<file path="config.mk">
export PLATFORM = sky130hd
export DESIGN_NAME = spi_frame_responder
export DESIGN_NICKNAME = d
export VERILOG_FILES = /design/src/rtl/spi_frame_responder.sv
export SDC_FILE = /design/constraint.sdc
export NUM_CORES = 1
export LEC_CHECK = 0
export BUFFER_PORTS_ARGS = -buffer_cell sky130_fd_sc_hd__buf_2
export CAP_MARGIN = 10
export CORE_MARGIN = 4
export CORE_UTILIZATION = 27
export DETAILED_ROUTE_END_ITERATION = 16
export PLACE_DENSITY = 0.52
export SKIP_LAST_GASP = 1
export SLEW_MARGIN = 20
export SYNTH_ARGS = -nofsm -noshare
export SYNTH_HDL_FRONTEND = slang
export SYNTH_SLANG_ARGS = --single-unit
</file>
<file path="constraint.sdc">
create_clock -name clock -period 5.95 [get_ports clock]
set_clock_uncertainty 0.15 [all_clocks]
set_input_delay 0 -clock clock [delete_from_list [all_inputs] [get_ports clock]]
set_output_delay 0 -clock clock [all_outputs]
set_load 0.02 [all_outputs]
</file>
<file path="src/rtl/spi_frame_responder.sv">
// -----------------------------------------------------------------------------
// spi_frame_responder
//
// Slave-side frame decoder for the sensor-frame SPI master. It sits behind a
// byte-level SPI slave core and decodes master-initiated frames.
//
// Write frame : WRITE_OPCODE, BUF_ADDRESS, then NUM_SENSORS 32-bit values sent
//               LSB-first. Each completed value is strobed out on
//               sensor_valid with its 0-based index.
// Read frame  : READ_OPCODE, then four bytes clocked out MSB-first from a
//               snapshot of command_in taken when the opcode byte arrives.
//
// Ports
//   clock        in   system clock
//   reset_n      in   asynchronous active-low reset
//   cs_n         in   chip select (already synchronised), low = frame active
//   rx_valid     in   one-cycle strobe, rx_byte holds a completed byte
//   rx_byte      in   received byte
//   tx_req       in   level, core requests the next transmit byte
//   tx_byte      out  byte to transmit
//   tx_wren      out  one-cycle strobe loading tx_byte into the core
//   command_in   in   command word returned on read frames
//   sensor_value out  assembled sensor value
//   sensor_index out  index of sensor_value
//   sensor_valid out  one-cycle strobe, sensor_value/sensor_index valid
//   frame_done   out  one-cycle strobe, a complete legal frame ended
//   frame_error  out  one-cycle strobe, an illegal/short/overlong frame ended
// -----------------------------------------------------------------------------
module spi_frame_responder #(
  parameter int         NUM_SENSORS  = 8,
  parameter logic [7:0] WRITE_OPCODE = 8'h02,
  parameter logic [7:0] READ_OPCODE  = 8'h00,
  parameter logic [7:0] BUF_ADDRESS  = 8'h00
) (
  input  logic                           clock,
  input  logic                           reset_n,
  input  logic                           cs_n,
  input  logic                           rx_valid,
  input  logic [7:0]                     rx_byte,
  input  logic                           tx_req,
  output logic [7:0]                     tx_byte,
  output logic                           tx_wren,
  input  logic [31:0]                    command_in,
  output logic [31:0]                    sensor_value,
  output logic [$clog2(NUM_SENSORS)-1:0] sensor_index,
  output logic                           sensor_valid,
  output logic                           frame_done,
  output logic                           frame_error
);

  localparam int FRAME_LEN = 2 + 4 * NUM_SENSORS;
  localparam int CNT_W     = $clog2(FRAME_LEN + 2);
  localparam int IDX_W     = $clog2(NUM_SENSORS);

  localparam logic [CNT_W-1:0] CNT_FRAME = CNT_W'(FRAME_LEN);
  localparam logic [CNT_W-1:0] CNT_SAT   = CNT_W'(FRAME_LEN + 1);
  localparam logic [CNT_W-1:0] CNT_READ  = CNT_W'(5);

  typedef enum logic [2:0] {
    S_IDLE,
    S_OPCODE,
    S_ADDR,
    S_WDATA,
    S_RDATA,
    S_DISCARD
  } state_t;

  // Counters stop one past a full frame so "too long" stays distinguishable
  // from "exactly right" without needing a wider register.
  function automatic logic [CNT_W-1:0] sat_inc(input logic [CNT_W-1:0] v);
    return (v == CNT_SAT) ? v : v + CNT_W'(1);
  endfunction

  // ---------------------------------------------------------------------------
  // Registers
  // ---------------------------------------------------------------------------
  state_t           r_state;
  logic             r_cs_n_d;
  logic [CNT_W-1:0] r_rx_count;
  logic [CNT_W-1:0] r_tx_count;
  logic             r_overflow;
  logic [23:0]      r_word;      // lanes 0..2; lane 3 completes the word directly
  logic [31:0]      r_shadow;
  logic [31:0]      r_sensor_value;
  logic [IDX_W-1:0] r_sensor_index;
  logic             r_sensor_valid;
  logic             r_frame_done;
  logic             r_frame_error;
  logic [7:0]       r_tx_byte;
  logic             r_tx_wren;
  logic             r_tx_served;

  // ---------------------------------------------------------------------------
  // Combinational signals
  // ---------------------------------------------------------------------------
  logic             w_cs_fall;
  logic             w_cs_rise;
  logic [CNT_W-1:0] w_d;
  state_t           w_state_nxt;
  state_t           w_state_dec;
  logic [CNT_W-1:0] w_rx_count_nxt;
  logic             w_overflow_nxt;
  logic [23:0]      w_word_nxt;
  logic             w_emit;
  logic [31:0]      w_emit_value;
  logic [IDX_W-1:0] w_emit_idx;
  logic             w_snap;
  logic             w_done;
  logic             w_err;

  logic [CNT_W-1:0] w_tx_base;
  logic [CNT_W-1:0] w_rx_base;
  logic             w_in_frame;
  logic             w_tx_ready;
  logic             w_tx_serve;
  logic [7:0]       w_tx_sel;
  logic [CNT_W-1:0] w_tx_count_nxt;

  // r_cs_n_d resets low so that a reset released in the middle of a frame
  // (cs_n still low) is not mistaken for a new frame start.
  assign w_cs_fall = !cs_n && r_cs_n_d;
  assign w_cs_rise = cs_n && !r_cs_n_d;

  // Data byte number within the payload (byte 2 of the frame is data byte 0).
  assign w_d = r_rx_count - CNT_W'(2);

  // ---------------------------------------------------------------------------
  // FSM state register
  // ---------------------------------------------------------------------------
  always_ff @(posedge clock or negedge reset_n) begin
    if (!reset_n) begin
      r_state <= S_IDLE;
    end else begin
      r_state <= w_state_nxt;
    end
  end

  // ---------------------------------------------------------------------------
  // FSM next state, receive decode and end-of-frame evaluation
  // ---------------------------------------------------------------------------
  always_comb begin
    w_state_nxt    = r_state;
    w_state_dec    = r_state;
    w_rx_count_nxt = r_rx_count;
    w_overflow_nxt = r_overflow;
    w_word_nxt     = r_word;
    w_emit         = 1'b0;
    w_emit_value   = {rx_byte, r_word};
    w_emit_idx     = IDX_W'(w_d >> 2);
    w_snap         = 1'b0;
    w_done         = 1'b0;
    w_err          = 1'b0;

    if (r_state == S_IDLE) begin
      if (w_cs_fall) begin
        w_state_nxt    = S_OPCODE;
        w_rx_count_nxt = '0;
        w_overflow_nxt = 1'b0;
        w_word_nxt     = '0;
      end
    end else begin
      // Bytes are counted in every active state so the transmit hold-off
      // keeps moving even in discarded frames.
      if (rx_valid) begin
        w_rx_count_nxt = sat_inc(r_rx_count);
        case (r_state)
          S_OPCODE: begin
            if (rx_byte == WRITE_OPCODE) begin
              w_state_nxt = S_ADDR;
            end else if (rx_byte == READ_OPCODE) begin
              w_state_nxt = S_RDATA;
              w_snap      = 1'b1;
            end else begin
              w_state_nxt = S_DISCARD;
            end
          end
          S_ADDR: begin
            w_state_nxt = (rx_byte == BUF_ADDRESS) ? S_WDATA : S_DISCARD;
          end
          S_WDATA: begin
            if (r_rx_count < CNT_FRAME) begin
              case (w_d[1:0])
                2'd0:    w_word_nxt[7:0]   = rx_byte;
                2'd1:    w_word_nxt[15:8]  = rx_byte;
                2'd2:    w_word_nxt[23:16] = rx_byte;
                default: w_emit            = 1'b1;
              endcase
            end else begin
              w_overflow_nxt = 1'b1;
            end
          end
          default: ;
        endcase
      end

      // A byte arriving together with cs_n rising is decoded above first,
      // so the verdict below sees the final count and state.
      w_state_dec = w_state_nxt;
      if (w_cs_rise) begin
        w_state_nxt = S_IDLE;
        if ((w_state_dec == S_WDATA && w_rx_count_nxt == CNT_FRAME && !w_overflow_nxt) ||
            (w_state_dec == S_RDATA && w_rx_count_nxt == CNT_READ)) begin
          w_done = 1'b1;
        end else begin
          w_err = 1'b1;
        end
      end
    end
  end

  // ---------------------------------------------------------------------------
  // Transmit servicing
  // ---------------------------------------------------------------------------
  always_comb begin
    // On the frame-start cycle the counters are about to clear; use the
    // cleared values so a request landing on that cycle is byte 0.
    w_tx_base  = w_cs_fall ? '0 : r_tx_count;
    w_rx_base  = w_cs_fall ? '0 : r_rx_count;
    w_in_frame = !cs_n && (w_cs_fall || r_state != S_IDLE);

    // Byte k (k >= 1) waits until k bytes have been received, which
    // guarantees the opcode (and snapshot) is settled before byte 1 loads.
    w_tx_ready = !w_in_frame || (w_tx_base == '0) || (w_rx_base >= w_tx_base);
    w_tx_serve = tx_req && !r_tx_wren && !r_tx_served && w_tx_ready;

    w_tx_sel = 8'h00;
    if (w_in_frame && r_state == S_RDATA) begin
      case (w_tx_base)
        CNT_W'(1): w_tx_sel = r_shadow[31:24];
        CNT_W'(2): w_tx_sel = r_shadow[23:16];
        CNT_W'(3): w_tx_sel = r_shadow[15:8];
        CNT_W'(4): w_tx_sel = r_shadow[7:0];
        default:   w_tx_sel = 8'h00;
      endcase
    end

    w_tx_count_nxt = w_tx_base;
    if (w_tx_serve && w_in_frame) begin
      w_tx_count_nxt = sat_inc(w_tx_base);
    end
  end

  // ---------------------------------------------------------------------------
  // Datapath / output registers
  // ---------------------------------------------------------------------------
  always_ff @(posedge clock or negedge reset_n) begin
    if (!reset_n) begin
      r_cs_n_d       <= 1'b0;
      r_rx_count     <= '0;
      r_tx_count     <= '0;
      r_overflow     <= 1'b0;
      r_word         <= '0;
      r_shadow       <= '0;
      r_sensor_value <= '0;
      r_sensor_index <= '0;
      r_sensor_valid <= 1'b0;
      r_frame_done   <= 1'b0;
      r_frame_error  <= 1'b0;
      r_tx_byte      <= '0;
      r_tx_wren      <= 1'b0;
      r_tx_served    <= 1'b0;
    end else begin
      r_cs_n_d   <= cs_n;
      r_rx_count <= w_rx_count_nxt;
      r_overflow <= w_overflow_nxt;
      r_word     <= w_word_nxt;

      if (w_snap) begin
        r_shadow <= command_in;
      end

      r_sensor_valid <= w_emit;
      if (w_emit) begin
        r_sensor_value <= w_emit_value;
        r_sensor_index <= w_emit_idx;
      end

      r_frame_done  <= w_done;
      r_frame_error <= w_err;

      r_tx_count <= w_tx_count_nxt;
      r_tx_wren  <= w_tx_serve;
      if (w_tx_serve) begin
        r_tx_byte <= w_tx_sel;
      end

      // One load per tx_req assertion: re-arm only once the request drops.
      if (!tx_req) begin
        r_tx_served <= 1'b0;
      end else if (w_tx_serve) begin
        r_tx_served <= 1'b1;
      end
    end
  end

  assign tx_byte      = r_tx_byte;
  assign tx_wren      = r_tx_wren;
  assign sensor_value = r_sensor_value;
  assign sensor_index = r_sensor_index;
  assign sensor_valid = r_sensor_valid;
  assign frame_done   = r_frame_done;
  assign frame_error  = r_frame_error;

endmodule

</file>
# Yosys cells after proc, flatten, opt, wreduce, memory -nomap -nowiden
# Cells that the tools add are included.
# word_totals
ff_bits	121
output_inout_bits	47
word_cells	128
input_bits	45
# classes
n_mux	51
n_reduce_logical	36
eq_ne	19
order_cmp	2
n_addsub	3
# op_table
op	n
24-bit 2-to-1 mux	5
6-bit 2-to-1 mux	8
8-bit 2-to-1 mux	4
8-bit case mux with 4 select lines	1
1-bit 2-to-1 mux	25
3-bit 2-to-1 mux	7
6-bit == test (second input constant)	3
5-bit AND reduction	3
6-bit by 1-bit adder with 6-bit output (second input constant)	2
6-bit by 2-bit == test with 1-bit output (second input constant)	2
6-bit by 3-bit == test with 1-bit output (second input constant)	2
2-bit nonzero test	6
1-bit logical AND	11
3-bit by 2-bit == test with 1-bit output (second input constant)	3
8-bit by 2-bit == test with 1-bit output (second input constant)	1
8-bit zero test	1
3-bit == test (second input constant)	2
6-bit by 1-bit == test with 1-bit output (second input constant)	1
6-bit greater-or-equal comparator	1
1-bit zero test	6
6-bit zero test	1
6-bit less-than comparator (second input constant)	1
3-bit case mux with 2 select lines	1
5-bit by 2-bit subtractor with 5-bit output (second input constant)	1
other kinds (10)	13

# Longest topological paths before layout
# logic_depth
word_depth	13
ltp_mapped	13

# Worst setup path after synthesis
# OpenSTA, ideal clock, no wires.
# synth_path
path_type	register to register
startpoint	register r_cs_n_d
endpoint	register r_tx_count[1]
synth_period_minus_slack_ns	2.535
arrival_time_ns	2.257
setup_time_ns	0.128
stages_incl_launch_ff	12
path_buffers	1
slack_ns	3.415
required_time_ns	5.672
cell_sequence	dfrtp_1 nand2b_1 clkbuf_1 nand2_1 inv_1 ha_1 nand2b_1 a21oi_1 o21bai_1 o31ai_4 nor2_1 mux2_1
# synth_via
elab_chain_cells	9
word_cells_on_any_way	16
# synth_rtl
item	line	source
start: declaration	78	logic r_cs_n_d;
start signal: assignment	263	r_cs_n_d <= cs_n;
1-bit logical AND *	121	assign w_cs_fall = !cs_n && r_cs_n_d;
branches (longest 7 deep; another with 6-bit greater-or-equal comparator)	-	
6-bit 2-to-1 mux *	238	if (w_tx_serve && w_in_frame) begin
named net w_tx_count_nxt[1]	117	logic [CNT_W-1:0] w_tx_count_nxt;
end signal: assignment	281	r_tx_count <= w_tx_count_nxt;
end: declaration	80	logic [CNT_W-1:0] r_tx_count;
# Mark *: on every way through the listed nets, which the timed path passes.
# A chain may end at the register's enable or synchronous reset.

# Final worst setup path
# Ends and elaborated chain as after synthesis.

==> flow_summary.toml <==
[logic_synthesis]
synth_cell_types = 63
netlist_area_um2 = 5743
synth_area_leaders = "dfrtp_1 53%, mux2_2 9.2%, mux2_1 7.8%, ha_1 3.5%, a22o_1 2.6%"
synth_nets = 526
yosys.area.top_type = "dfrtp_1"
yosysWarnings = 0
synthCells = 465
synth_area_per_cell_um2 = 12.35
synth-seq-cells = 121
synth-async-reset-ratio = 1.000
synth_top_cell_area_share = 0.5272
seq_area_frac_synth = 0.5272
synth_edf_count = 0
synthFlopType = "dfrtp_1"

[floorplan]
start_util = 0.2741
rows = 53
die_w_um = 153.8
num_io_pins = 92
die_h_um = 153.8
dieArea_um2 = 23670
core_area_um2 = 20960

[timing]
setup_violations = 0
relSlewSlack = 0.4492
setup_ws_ns = 2.810
hold_viol = 0
holdWs_ns = 0.02796
rsz0062_at_grt = "false"
finalCritPeriodShare = 0.5278
finalMaxSlewViolations = 0
tns_ns = 0
fin_crit_ns = 3.140
clock.fmax_ghz = 0.3184
worst_pin_slew_ns = 0.8217

[routing]
vias = 4116
vias_per_cell = 4.646
first_iter_violations = 304
drt_pass1_iterations = 6
drcViolationCount = 0
post_drt_wl_per_cell_um = 15.16
routed_wl_um = 13430
drt.antenna.violating_nets = 0

[finish]
stdcell_area_um2 = 7472
ff_latch_area_um2 = 3028
layout.cells.non_filler = 886
syn2layout_area_growth_pct = 30.11
drive_above_1_share = 0.3164
multiInputGateArea_um2 = 2535
fin_nets = 659
fillers = 2060

[pwr]
p_comb_frac = 0.175
p_int_mw = 1.814
seqPwrFrac = 0.407
ir_worst_vdd_mv = 0.1834
p_sw_uw = 691.1
pwr-share-clk = 0.418
leakage_nw = 3.743
power.density_nw_per_um2 = 335.3
switching_share = 0.2758

[clock_tree]
cts_buffers = 17
clk-insertion-delay-late_ns = 0.42
cts_tree = "yes"
clkTransAtPathRegs_ns = 0.05
ctsHtreeMaxLevel = 4
cts_num_sinks = 121
cts_setup_buffers = 0
cts_root_buf = "clkbuf_16"
clock_path_buffers = 2

[grt]
track_usage = 0.1185
grt_overflow_total = 0
antenna_found_initial = 1
grt_max_degree = 65
grt_pass1_vias = 4454
grt_pass1_wl_um = 22580

[setup_path]
critical_path_class = "flop to flop"
worst_ep_arrival_time_ns = 3.28
r2r_setup_slack_ns = 2.81
startpoint_type = "flop"
critical_path.max_fanout = 14
crit-reg2reg-launch = "r_cs_n_d$_DFF_PN0_"
rr_endpoint = "r_tx_count[1]$_DFF_PN0_"
end_kind = "flop"
cp.required_ns = 6.09
rr_worst_depth = 10
cp-startpoint = "r_cs_n_d$_DFF_PN0_"

[place]
placed_area_um2 = 6425
hpwl_um = 9642
place_ws_ns = 2.808
dp_cells = 810
portBuffers = 91
gp_routability_congestion = 0.8047

[job]
drv_cap = 0

[min_path]
hold_path_class = "primary input to asynchronous set/reset pin"

[run_status]
outcome = "finished clean"
-- cell families after synthesis --
kind of cell    count (synthesis)  share of synthesized area
buf+inv                        34                    0.03181
mux                            91                     0.1802
simple gates                  121                     0.1153
flops                         121                     0.5272
fa+ha+maj                      16                    0.03486
compound gates                 77                     0.1031
xor+xnor                        5                   0.007625
-- sequential cells by signal, summed over array words and instances, names as in the netlist, 3 cells and up --
register,cells
r_tx_count,6
r_shadow,32
sensor_index,3
r_word,24
sensor_value,32
r_state,3
tx_byte,8
r_rx_count,6
-- layout make-up --
class / instances / area share
timing repair buffer: 138 / 0.1232
inverter: 10 / 0.005023
sequential: 121 / 0.4052
multi-input combinational: 310 / 0.3392
clock inverter: 10 / 0.01926
tap: 275 / 0.04605
antenna: 1 / 0.0003349
clock buffer: 21 / 0.06162
-- metrics by stage --
step                  util  power, mW
floorplan                -      1.319
global placement    0.3066      1.443
detailed placement  0.3066      1.454
CTS                 0.3565      2.538
global route        0.3566      2.657
finish              0.3566      2.505
-- per-layer routing --
layer / vias up / routed length [um] / track usage
li1: 1938 / - / -
met1: 2030 / 5919 / 0.1445
met3: 19 / 872 / 0.03968
met2: 129 / 6466 / 0.1980
met5: - / 0 / 0
met4: 0 / 174 / 0.03869
-- cell usage after synthesis, types with 2 or more instances --
library cell and count:
o21a_1 3, nor2_1 22, nor3_1 10, nand2_1 36, ha_1 16, nor3_2 2, a2111oi_0 4, xnor2_1 4
nor2b_1 6, o31ai_1 2, buf_2 8, mux2_1 40, dfrtp_1 121, a31o_2 2, a21o_1 6, nand3b_1 2
o21ai_1 8, and3_2 2, nand2b_1 4, mux2_2 47, clkbuf_1 5, buf_4 8, nand3_1 4, and3_1 3
nor3b_1 2, inv_1 9, or3_1 2, a21oi_1 8, o21ai_0 14, buf_6 2, a22o_1 17, and2_1 13
mux2_4 3
-- critical path: stages (launching register included) --
cell	delay [ns]
dfrtp_1	0.43
nand2b_1	0.36
nand2_1	0.21
inv_1	0.16
ha_1	0.24
nand2b_1	0.14
a21oi_1	0.15
o21bai_1	0.11
o31ai_4	0.56
nor2_1	0.17
mux2_1	0.34
-- cells in the final DEF, fill, tap and decap left out, types with 2 or more instances in the layout --
| cell | instances |
|---|---|
| ha_1 | 16 |
| clkinv_4 | 4 |
| bufinv_16 | 3 |
| a21oi_1 | 8 |
| nor3_2 | 2 |
| o21ai_1 | 8 |
| nand3_1 | 4 |
| o21a_1 | 3 |
| o31ai_1 | 2 |
| nand3b_1 | 2 |
| dfrtp_1 | 121 |
| nor2_1 | 21 |
| xnor2_1 | 4 |
| and3_2 | 2 |
| o21ai_0 | 14 |
| mux2_2 | 47 |
| and3_1 | 3 |
| a2111oi_0 | 4 |
| and2_1 | 13 |
| nor3_1 | 10 |
| buf_4 | 4 |
| clkbuf_8 | 2 |
| buf_2 | 90 |
| mux2_1 | 40 |
| a31o_2 | 2 |
| a21o_1 | 6 |
| nand2b_1 | 4 |
| clkbuf_16 | 17 |
| nor2b_1 | 6 |
| or3_1 | 2 |
| nand2_1 | 36 |
| dlygate4sd3_1 | 44 |
| mux2_4 | 3 |
| inv_1 | 9 |
| nor3b_1 | 2 |
| a22o_1 | 17 |
| clkinv_2 | 2 |
| clkbuf_1 | 2 |
-- power by group through the flow --
stage | clock network [mW] | registers, mW | logic (mW)
3_5_place_dp | 0 | 1.03 | 0.420
5_1_grt | 1.12 | 1.04 | 0.499
2_1_floorplan | 0 | 1.00 | 0.317
4_1_cts | 1.07 | 1.02 | 0.445
3_3_place_gp | 0 | 1.03 | 0.409
6_report | 1.05 | 1.02 | 0.438
-- timing repair --
item	4_1_cts	5_1_grt
resized for setup	0	0
hold buffers	44	0
hold endpoints to repair	130	0
-- worst max path at each step --
stage                                         end  slack [ns]  cells past startpoint
final                     r_tx_count[1]$_DFF_PN0_        2.81                     10
after global placement    r_tx_count[1]$_DFF_PN0_        2.96                     10
after detailed placement   tx_byte[4]$_DFFE_PN0P_        2.81                     11
after floorplan           r_tx_count[1]$_DFF_PN0_        3.42                     11
after CTS                  tx_byte[0]$_DFFE_PN0P_        2.81                     11
after global routing       tx_byte[4]$_DFFE_PN0P_        2.51                     11
Power figures use the tool's default switching activity.
